==> config.mk <==
export PLATFORM = sky130hd
export DESIGN_NAME = hazard_stall_controller
export DESIGN_NICKNAME = d
export VERILOG_FILES = /design/src/rtl/hazard_stall_controller.sv
export SDC_FILE = /design/constraint.sdc
export NUM_CORES = 1
export LEC_CHECK = 0
export ABC_AREA = 1
export ABC_CLOCK_PERIOD_IN_PS = 2150
export CAP_MARGIN = 20
export CELL_PAD_IN_SITES_DETAIL_PLACEMENT = 1
export CELL_PAD_IN_SITES_GLOBAL_PLACEMENT = 2
export CORE_UTILIZATION = 28
export DETAILED_ROUTE_END_ITERATION = 12
export GPL_ROUTABILITY_DRIVEN = 1
export PLACE_DENSITY = 0.87
export SLEW_MARGIN = 20
export SYNTH_ARGS = -nofsm -noshare
export SYNTH_HDL_FRONTEND = slang
export SYNTH_SLANG_ARGS = --single-unit
==> constraint.sdc <==
create_clock -name clk_i -period 2.15 [get_ports clk_i]
set_clock_uncertainty 0.2 [all_clocks]
set_input_delay 0.215 -clock clk_i [delete_from_list [all_inputs] [get_ports clk_i]]
set_output_delay 0.215 -clock clk_i [all_outputs]
set_load 0.01 [all_outputs]
==> src/rtl/hazard_stall_controller.sv <==
// Stall/flush sequencer for the 5-stage pipeline: per-cycle hold/bubble decisions,
// wait-state FSM, data-memory watchdog and saturating performance counters.
module hazard_stall_controller #(
    parameter int unsigned MEM_TIMEOUT = 255
) (
    input  logic        clk_i,
    input  logic        rst_i,
    input  logic [4:0]  id_rs1_i,
    input  logic [4:0]  id_rs2_i,
    input  logic        id_uses_rs1_i,
    input  logic        id_uses_rs2_i,
    input  logic [4:0]  ex_rd_i,
    input  logic        ex_mem_read_i,
    input  logic        ex_redirect_i,
    input  logic        imem_busy_i,
    input  logic        dmem_busy_i,
    output logic        pc_en_o,
    output logic        if_id_stall_o,
    output logic        if_id_flush_o,
    output logic        id_ex_stall_o,
    output logic        id_ex_flush_o,
    output logic        ex_mem_stall_o,
    output logic        mem_wb_flush_o,
    output logic [1:0]  state_o,
    output logic        mem_timeout_o,
    output logic [31:0] stall_cycles_o,
    output logic [31:0] flush_events_o
);

    typedef enum logic [1:0] {
        ST_RUN        = 2'd0,
        ST_MEM_WAIT   = 2'd1,
        ST_FETCH_WAIT = 2'd2
    } state_e;

    typedef enum logic [2:0] {
        SEL_N = 3'd0,
        SEL_D = 3'd1,
        SEL_R = 3'd2,
        SEL_L = 3'd3,
        SEL_F = 3'd4
    } sel_e;

    localparam logic [15:0] TIMEOUT_LIM = 16'(MEM_TIMEOUT);

    logic        loadUse;
    sel_e        sel;
    logic        stallCase;

    state_e      state_q,      state_d;
    logic [15:0] waitCnt_q,    waitCnt_d;
    logic        timeout_q,    timeout_d;
    logic [31:0] stallCnt_q,   stallCnt_d;
    logic [31:0] flushCnt_q,   flushCnt_d;

    // Priority decode: a frozen MEM stage beats everything, then redirects, then load-use.
    always_comb begin
        loadUse = ex_mem_read_i && (ex_rd_i != 5'd0) &&
                  ((id_uses_rs1_i && (id_rs1_i == ex_rd_i)) ||
                   (id_uses_rs2_i && (id_rs2_i == ex_rd_i)));
        if (dmem_busy_i)        sel = SEL_D;
        else if (ex_redirect_i) sel = SEL_R;
        else if (loadUse)       sel = SEL_L;
        else if (imem_busy_i)   sel = SEL_F;
        else                    sel = SEL_N;
        stallCase = (sel == SEL_D) || (sel == SEL_L) || (sel == SEL_F);
    end

    always_comb begin
        pc_en_o        = 1'b0;
        if_id_stall_o  = 1'b0;
        if_id_flush_o  = 1'b0;
        id_ex_stall_o  = 1'b0;
        id_ex_flush_o  = 1'b0;
        ex_mem_stall_o = 1'b0;
        mem_wb_flush_o = 1'b0;
        if (!rst_i) begin
            if_id_flush_o  = 1'b1;
            id_ex_flush_o  = 1'b1;
            mem_wb_flush_o = 1'b1;
        end else begin
            case (sel)
                SEL_D: begin
                    if_id_stall_o  = 1'b1;
                    id_ex_stall_o  = 1'b1;
                    ex_mem_stall_o = 1'b1;
                    mem_wb_flush_o = 1'b1;
                end
                SEL_R: begin
                    pc_en_o       = 1'b1;
                    if_id_flush_o = 1'b1;
                    id_ex_flush_o = 1'b1;
                end
                SEL_L: begin
                    if_id_stall_o = 1'b1;
                    id_ex_flush_o = 1'b1;
                end
                SEL_F: begin
                    if_id_flush_o = 1'b1;
                end
                default: begin
                    pc_en_o = 1'b1;
                end
            endcase
        end
    end

    // Next-state: FSM tracks the wait cause, watchdog counts unbroken D runs, counters saturate.
    always_comb begin
        case (sel)
            SEL_D:   state_d = ST_MEM_WAIT;
            SEL_F:   state_d = ST_FETCH_WAIT;
            default: state_d = ST_RUN;
        endcase

        waitCnt_d = 16'd0;
        if (sel == SEL_D)
            waitCnt_d = (waitCnt_q == 16'hFFFF) ? waitCnt_q : waitCnt_q + 16'd1;

        timeout_d = timeout_q || ((sel == SEL_D) && (waitCnt_q >= TIMEOUT_LIM));

        stallCnt_d = stallCnt_q;
        if (stallCase && (stallCnt_q != 32'hFFFF_FFFF))
            stallCnt_d = stallCnt_q + 32'd1;

        flushCnt_d = flushCnt_q;
        if ((sel == SEL_R) && (flushCnt_q != 32'hFFFF_FFFF))
            flushCnt_d = flushCnt_q + 32'd1;
    end

    always_ff @(posedge clk_i) begin
        if (!rst_i) begin
            state_q    <= ST_RUN;
            waitCnt_q  <= 16'd0;
            timeout_q  <= 1'b0;
            stallCnt_q <= 32'd0;
            flushCnt_q <= 32'd0;
        end else begin
            state_q    <= state_d;
            waitCnt_q  <= waitCnt_d;
            timeout_q  <= timeout_d;
            stallCnt_q <= stallCnt_d;
            flushCnt_q <= flushCnt_d;
        end
    end

    assign state_o        = state_q;
    assign mem_timeout_o  = timeout_q;
    assign stall_cycles_o = stallCnt_q;
    assign flush_events_o = flushCnt_q;

endmodule

==> flow_metrics.env, run 1 <==
export IMPL_grt_max_degree=58
export IMPL_drive_gt1_share_pct=16.4
export IMPL_startpoint="flush_events_o[0]"
export IMPL_fin_crit_sh_pct=95.0
export IMPL_antenna_found_initial=0
export IMPL_ioPinCount=97
export IMPL_postLayoutCellArea_sq_mm=0.00739
export IMPL_r2r_cells=10
export IMPL_setup_slack_ns=0.107
export IMPL_synth_cell_type_count=37
export IMPL_synth_seq_area_share_pct=31.0
export IMPL_reg2reg_from="flush_events_o[0]"
export IMPL_critPathMostFrequentCell="buf_4"
export IMPL_layout_nets=1019
export IMPL_synthSimpleGateAreaFrac_pct=43.3
export IMPL_vias=5885
export IMPL_critical_path_class="register to register"
export IMPL_yosys_area_top_type="dfxtp_1"
export IMPL_clk_path_buf_depth=2
export IMPL_grt_pass1_vias=5851
export IMPL_end_kind="register"
export IMPL_synth_compound_area_share_pct=8.86
export IMPL_dpl_cell_area_sq_mm=0.00695
export IMPL_vdd_drop_max_mv=0.342
export IMPL_drt_first_pass_iters=4
export IMPL_arrival_ns=2.12
export IMPL_max_stage_delay_ns=0.34
export IMPL_final_cells=1231
export IMPL_drcViolationCount=0
export IMPL_synth_area_top_cells="dfxtp_1 31%, nand2_1 19%, nor2_1 8.1%, nand4_1 5.0%, inv_1 5.0%"
export IMPL_p_per_area_mw_per_mm2=483
export IMPL_outcome="complete, no violations"
export IMPL_setup_violations_final=0
export IMPL_synthArstFlopShare_pct=0
export IMPL_globalplace_congestion=0.815
export IMPL_swShare_pct=23.7
export IMPL_die_h_microns=140
export IMPL_synthAdderAreaFrac_pct=0.701
export IMPL_p_int_mw=2.73
export IMPL_clk_pin_slew_worst_paths_ns=0.06
export IMPL_clk_latency_ns=0.35
export IMPL_period_minus_slack_ns=2.04
export IMPL_cp_start_kind="register"
export IMPL_yosysMostFrequentCell="nand2_1"
export IMPL_synth_area_per_cell_sq_um=6.42
export IMPL_synth_xor_area_share_pct=7.36
export IMPL_fin_util_pct=39.5
export IMPL_dieArea_sq_mm=0.0197
export IMPL_wl_microns=18300
export IMPL_ff_latch_area_sq_mm=0.00167
export IMPL_numCtsBuffers=9
export IMPL_fin_hold_ws_ns=0.281
export IMPL_synth_fp_nets=860
export IMPL_dominantRegCellSynth="dfxtp_1"
export IMPL_vias_per_cell=4.78
export IMPL_timing_rr_end="flush_events_o[27]"
export IMPL_portBuffers=96
export IMPL_crit_path_end="flush_events_o[27]"
export IMPL_core_sq_mm=0.0187
export IMPL_path_cells="ha_1 -> nand3_1 -> or2_4 -> nor2_4 -> nand2_2 -> nand2_8 -> buf_4 -> buf_4 -> nand2_1 -> a21oi_2"
export IMPL_total_power_mw=3.57
export IMPL_clockRootBuffer="clkbuf_16"
export IMPL_cap_violations=0
export IMPL_required_ns=2.23
export IMPL_slew_headroom_pct=48.6
export IMPL_cellLeakagePower_nw=2.74
export IMPL_drtIter0Drc=201
export IMPL_place_ws_ns=-0.423
export IMPL_pwr_share_clk_pct=47.4
export IMPL_fillCellCount=2401
export IMPL_crit_buf_inv=2
export IMPL_rows=50
export IMPL_cts_tree="yes"
export IMPL_cts_max_level=3
export IMPL_cp_top_family="simple AND/OR/NAND/NOR gates"
export IMPL_grt_pass1_wl_microns=30000
export IMPL_hold_violations=0
export IMPL_hp_class="register to register"
export IMPL_synth_edf_count=0
export IMPL_grt_overflow_total=0
export IMPL_synthMuxAreaShare_pct=0
export IMPL_p_seq_share_pct=43.6
export IMPL_synth_seq_cells=83
export IMPL_fmax_ghz=0.490
export IMPL_timing_setup_tns_ns=0
export IMPL_start_util_pct=28.6
export IMPL_slew_viol_final=0
export IMPL_reg2reg_slack_ns=0.11
export IMPL_grt_use_total_pct=19.2
export IMPL_cts_sinks=83
export IMPL_synth_top_cell_area_share_pct=31.0
export IMPL_syn_area_sq_mm=0.00535
export IMPL_combPwrFrac_pct=9.0
export IMPL_syn2layout_area_growth_pct=38.2
export IMPL_antenna_left=0
export IMPL_synth_top_family_by_area="simple AND/OR/NAND/NOR gates"
export IMPL_crit_fanout=13
export IMPL_avgRoutedWirePerCell_microns=14.9
export IMPL_cp_num_cells=10
export IMPL_num_antenna_cells=0
export IMPL_crit_slowest_cell="dfxtp_1"
export IMPL_placed_cells=1207
export IMPL_synth_top_cells_by_count="269 x nand2_1, 115 x nor2_1, 83 x dfxtp_1"
export IMPL_p_sw_uw=848
export IMPL_synth_cells=834
export IMPL_hpwl_microns=13900
export IMPL_dieWidth_microns=140
export IMPL_multi_input_area_sq_mm=0.00327
export IMPL_worst_pin_slew_ns=0.771
export IMPL_yosysWarnings=0
==> logic make-up after synthesis <==
| kind of cell | count (synthesis) |
|---|---|
| flip-flops | 83 |
| AND/OR/NAND/NOR | 521 |
| XOR/XNOR | 45 |
| adder cells (fa/ha/maj) | 3 |
| AO/OA/AOI/OAI | 80 |
| buffers and inverters | 102 |
==> registers in the layout, indices dropped and copies added, names as in the netlist <==
signal	count
flush_events_o	32
mem_timeout_o	1
stall_cycles_o	32
state_o	2
waitCnt_q	16
==> cell type report <==
cell class | count | area share (%)
clock buffer | 10 | 3.23
clock inverter | 5 | 1.05
inverter | 75 | 3.81
multi-input combinational | 649 | 44.2
sequential | 83 | 22.5
tap | 234 | 3.96
timing repair buffer | 175 | 21.2
==> repair_timing <==
action                     CTS  global route
setup endpoints to repair    4            64
setup buffers                0             9
pin swaps                    0             4
resized for setup           15            32
gates cloned                 0             0
hold buffers                 0             0
==> tightest hold or removal path, stage by stage, from the launching register on <==
cell	delay, ns
dfxtp_1	0.33
a21oi_1	0.05
nor2_1	0.07
==> power by group through the flow <==
stage	registers (mW)	logic, mW	clock network, mW
3_5_place_dp	1.59	0.310	0
4_1_cts	1.56	0.308	1.75
6_report	1.56	0.320	1.69
3_3_place_gp	1.59	0.305	0
5_1_grt	1.56	0.351	1.81
2_1_floorplan	1.60	0.157	0
==> cells in the final DEF (no fill, tap or decap), types with 5 or more instances in the layout <==
master,Yosys,routed
nand3b_1,12,12
nor2_1,115,109
a21oi_2,16,17
nor3_2,6,6
dfxtp_1,83,79
clkbuf_16,0,9
o21ai_0,9,8
inv_1,71,68
inv_2,2,6
buf_4,1,75
xor2_1,28,28
nand3_1,30,30
nand4_1,43,43
nor2_4,4,5
nor2_2,1,6
nand2_1,269,268
a21oi_1,47,46
clkdlybuf4s50_1,0,90
nor3_1,18,18
xnor2_1,17,17
nand2_2,14,15
==> per-layer routing <==
| layer | vias up | share of wire, % | wire [microns] | track usage, % |
|---|---|---|---|---|
| li1 | 2998 | - | - | - |
| met1 | 2767 | 47 | 8540 | 24.1 |
| met2 | 99 | 49 | 8950 | 33.8 |
| met3 | 21 | 3.2 | 580 | 3.69 |
| met4 | 0 | 1.5 | 274 | 4.63 |
| met5 | - | 0 | 0 | 0 |
==> worst min-delay path by stage <==
| stage | start | end | slack, ns | depth (start not counted) |
|---|---|---|---|---|
| floorplan | dmem_busy_i | mem_timeout_o | 0.16 | 2 |
| global placement | mem_timeout_o | mem_timeout_o | 0.26 | 2 |
| detailed placement | mem_timeout_o | mem_timeout_o | 0.28 | 2 |
| CTS | waitCnt_q[0] | waitCnt_q[0] | 0.29 | 2 |
| global route | flush_events_o[8] | flush_events_o[8] | 0.31 | 2 |
| finish | mem_timeout_o | mem_timeout_o | 0.28 | 2 |
(Power assumes the default switching activity.)
==> inputs of run 2 (changes only) <==
- ABC_AREA: 1 -> not set
- CORE_UTILIZATION: 28 -> 29
==> run 2 against run 1 <==
Against the previous run:
- the flow now finishes with violations (negative setup slack)
- count of clock-buffer cells in the layout up 3
- flip-flop and latch count unchanged
- fmax down 14%
- synthesized cell count down 38%
- synthesized area down 21%
- power down 3.5%
==> flow_metrics.env, run 2 <==
export IMPL_dpl_cell_area_sq_mm=0.00611
export IMPL_end_kind="register"
export IMPL_cellLeakagePower_nw=2.82
export IMPL_dieArea_sq_mm=0.0150
export IMPL_drt_first_pass_iters=4
export IMPL_period_minus_slack_ns=2.37
export IMPL_dominantRegCellSynth="dfxtp_1"
export IMPL_yosysMostFrequentCell="dfxtp_1"
export IMPL_synth_edf_count=0
export IMPL_hp_class="primary input to register"
export IMPL_reg2reg_slack_ns=-0.22
export IMPL_placed_cells=872
export IMPL_postLayoutCellArea_sq_mm=0.00742
export IMPL_grt_overflow_total=0
export IMPL_syn2layout_area_growth_pct=76.4
export IMPL_fin_crit_sh_pct=110
export IMPL_synth_cells=518
export IMPL_synth_top_cell_area_share_pct=39.5
export IMPL_yosys_area_top_type="dfxtp_1"
export IMPL_cp_num_cells=7
export IMPL_crit_path_end="stall_cycles_o[23]"
export IMPL_grt_use_total_pct=21.0
export IMPL_setup_slack_ns=-0.216
export IMPL_clk_path_buf_depth=2
export IMPL_synthArstFlopShare_pct=0
export IMPL_grt_pass1_wl_microns=24400
export IMPL_clockRootBuffer="clkbuf_16"
export IMPL_syn_area_sq_mm=0.00421
export IMPL_startpoint="stall_cycles_o[14]"
export IMPL_drive_gt1_share_pct=39.9
export IMPL_setup_violations_final=38
export IMPL_fin_util_pct=52.8
export IMPL_core_sq_mm=0.0140
export IMPL_antenna_left=0
export IMPL_vias_per_cell=5.28
export IMPL_final_cell_mix="116 x buf_4, 76 x clkdlybuf4s50_1, 53 x dfxtp_1"
export IMPL_die_h_microns=122
export IMPL_drtIter0Drc=177
export IMPL_antenna_found_initial=0
export IMPL_grt_max_degree=43
export IMPL_postCtsHoldBufs=0
export IMPL_path_cells="nand4_1 -> nor4_4 -> buf_4 -> nand3_4 -> or4_4 -> o31a_1 -> o21a_1"
export IMPL_cts_tree="yes"
export IMPL_crit_buf_inv=1
export IMPL_max_stage_delay_ns=0.44
export IMPL_synth_area_per_cell_sq_um=8.12
export IMPL_final_common_cell="buf_4"
export IMPL_reg2reg_from="stall_cycles_o[14]"
export IMPL_timing_rr_end="stall_cycles_o[23]"
export IMPL_fmax_ghz=0.423
export IMPL_final_cells=925
export IMPL_cts_sinks=83
export IMPL_clk_latency_ns=0.34
export IMPL_globalplace_congestion=0.810
export IMPL_wl_microns=18500
export IMPL_crit_fanout=2
export IMPL_synth_area_top_cells="dfxtp_1 39%, xor2_1 6.5%, nand2_1 5.2%, nor2_1 5.1%, mux2i_1 3.6%"
export IMPL_rsz0062_at_grt="true"
export IMPL_synth_cell_type_count=42
export IMPL_clk_pin_slew_worst_paths_ns=0.07
export IMPL_crit_slowest_cell="or4_4"
export IMPL_vias=4888
export IMPL_cts_max_level=3
export IMPL_r2r_cells=7
export IMPL_portBuffers=96
export IMPL_yosysWarnings=0
export IMPL_layout_nets=767
export IMPL_synth_seq_cells=83
export IMPL_critical_path_class="register to register"
export IMPL_hold_violations=0
export IMPL_slew_headroom_pct=61.2
export IMPL_synth_fp_nets=544
export IMPL_cp_start_kind="register"
export IMPL_outcome="complete, but fails checks"
export IMPL_dieWidth_microns=122
export IMPL_hpwl_microns=10600
export IMPL_vdd_drop_max_mv=0.434
export IMPL_rows=43
export IMPL_grt_pass1_vias=4831
export IMPL_fillCellCount=1558
export IMPL_drcViolationCount=0
export IMPL_cap_violations=0
export IMPL_start_util_pct=30.0
export IMPL_arrival_ns=2.41
export IMPL_synth_top_cells_by_count="83 x dfxtp_1, 58 x nand2_1, 57 x nor2_1"
export IMPL_numCtsBuffers=9
export IMPL_num_antenna_cells=0
export IMPL_cp_top_family="simple AND/OR/NAND/NOR gates"
export IMPL_worst_pin_slew_ns=0.582
export IMPL_synth_seq_area_share_pct=39.5
export IMPL_avgRoutedWirePerCell_microns=20.0
export IMPL_p_per_area_mw_per_mm2=465
export IMPL_ioPinCount=97
export IMPL_violations="negative setup slack"
export IMPL_slew_viol_final=0
export IMPL_required_ns=2.19
-- run 2: cell types whose count changed after synthesis, sizes merged, moves of 10 or more --
cell and change:
a21oi -40, inv -62, mux2i +15, nand2 -226, nand2b +14, nand3b -11
nand4 -20, nor2 -63, nor3 -10, nor4 +18, o21ai +11, or3 +17
-- run 2: layout make-up --
class / count / area [sq um] / area share (%)
Clock inverter: 2 / 10.0 / 0.135
Tap cell: 180 / 225 / 3.03
Timing Repair Buffer: 234 / 2130 / 28.7
Sequential cell: 83 / 1700 / 22.9
Inverter: 12 / 45.0 / 0.607
Clock buffer: 13 / 270 / 3.64
Multi-Input combinational cell: 401 / 3040 / 40.9
-- run 2: metrics by stage --
stage	setup TNS [ns]	hold slack (ns)	total power [mW]	setup slack (ns)
2_1_floorplan	-0.164	0.0917	1.71	-0.0724
3_3_place_gp	-24.41	0.275	1.84	-0.669
3_5_place_dp	-28.18	0.283	1.85	-0.769
4_1_cts	-0.579	0.317	3.37	-0.114
5_1_grt	-6.16	0.132	3.54	-0.288
6_report	-3.27	0.119	3.45	-0.216
-- run 2: timing repair --
item / 4_1_cts / 5_1_grt
buffers inserted: 14 / 19
pin swaps: 34 / 67
setup endpoints to repair: 58 / 56
gates resized for setup: 121 / 108
cloned: 3 / 2
-- run 2: cell families after synthesis --
| family | count (synthesis) | synth area share (%) |
|---|---|---|
| muxes | 15 | 3.57 |
| adders and majority gates | 3 | 0.892 |
| and+or+nand+nor | 272 | 33.7 |
| DFF | 83 | 39.5 |
| xor gates and xnor gates | 48 | 9.99 |
| AOI/OAI and AO/OA | 63 | 8.92 |
| buffers and inverters | 34 | 3.45 |
-- run 2: worst reg2reg max path, cell delays in order (launching register included) --
cell     delay (ns)
dfxtp_2        0.34
nand4_1        0.16
nor4_4         0.41
buf_4          0.20
nand3_4        0.08
or4_4          0.44
o31a_1         0.25
o21a_1         0.17
-- run 2: worst min-delay path by stage --
stage	startpoint	to	slack (ns)	depth (start not counted)
floorplan	ex_redirect_i	state_o[1]	0.09	1
global placement	mem_timeout_o	mem_timeout_o	0.27	2
detailed placement	mem_timeout_o	mem_timeout_o	0.28	2
CTS	mem_timeout_o	mem_timeout_o	0.32	2
global route	ex_redirect_i	state_o[1]	0.13	3
finish	ex_redirect_i	state_o[1]	0.12	3
-- run 2: per-layer routing --
| layer | vias to the layer above | share of wire (%) | wire length (microns) | global-route usage (%) |
|---|---|---|---|---|
| li1 | 2279 | - | - | - |
| met1 | 2439 | 40 | 7320 | 25.1 |
| met2 | 132 | 54 | 9980 | 37.7 |
| met3 | 38 | 3.8 | 704 | 3.53 |
| met4 | 0 | 2.6 | 484 | 6.94 |
| met5 | - | 0 | 0 | 0 |
-- run 2: power by group --
part / leakage [nW] / switching, mW / internal (mW)
clock: 0.141 / 0.644 / 0.869
combinational: 1.99 / 0.198 / 0.177
sequential: 0.685 / 0.0128 / 1.55
total: 2.82 / 0.854 / 2.60
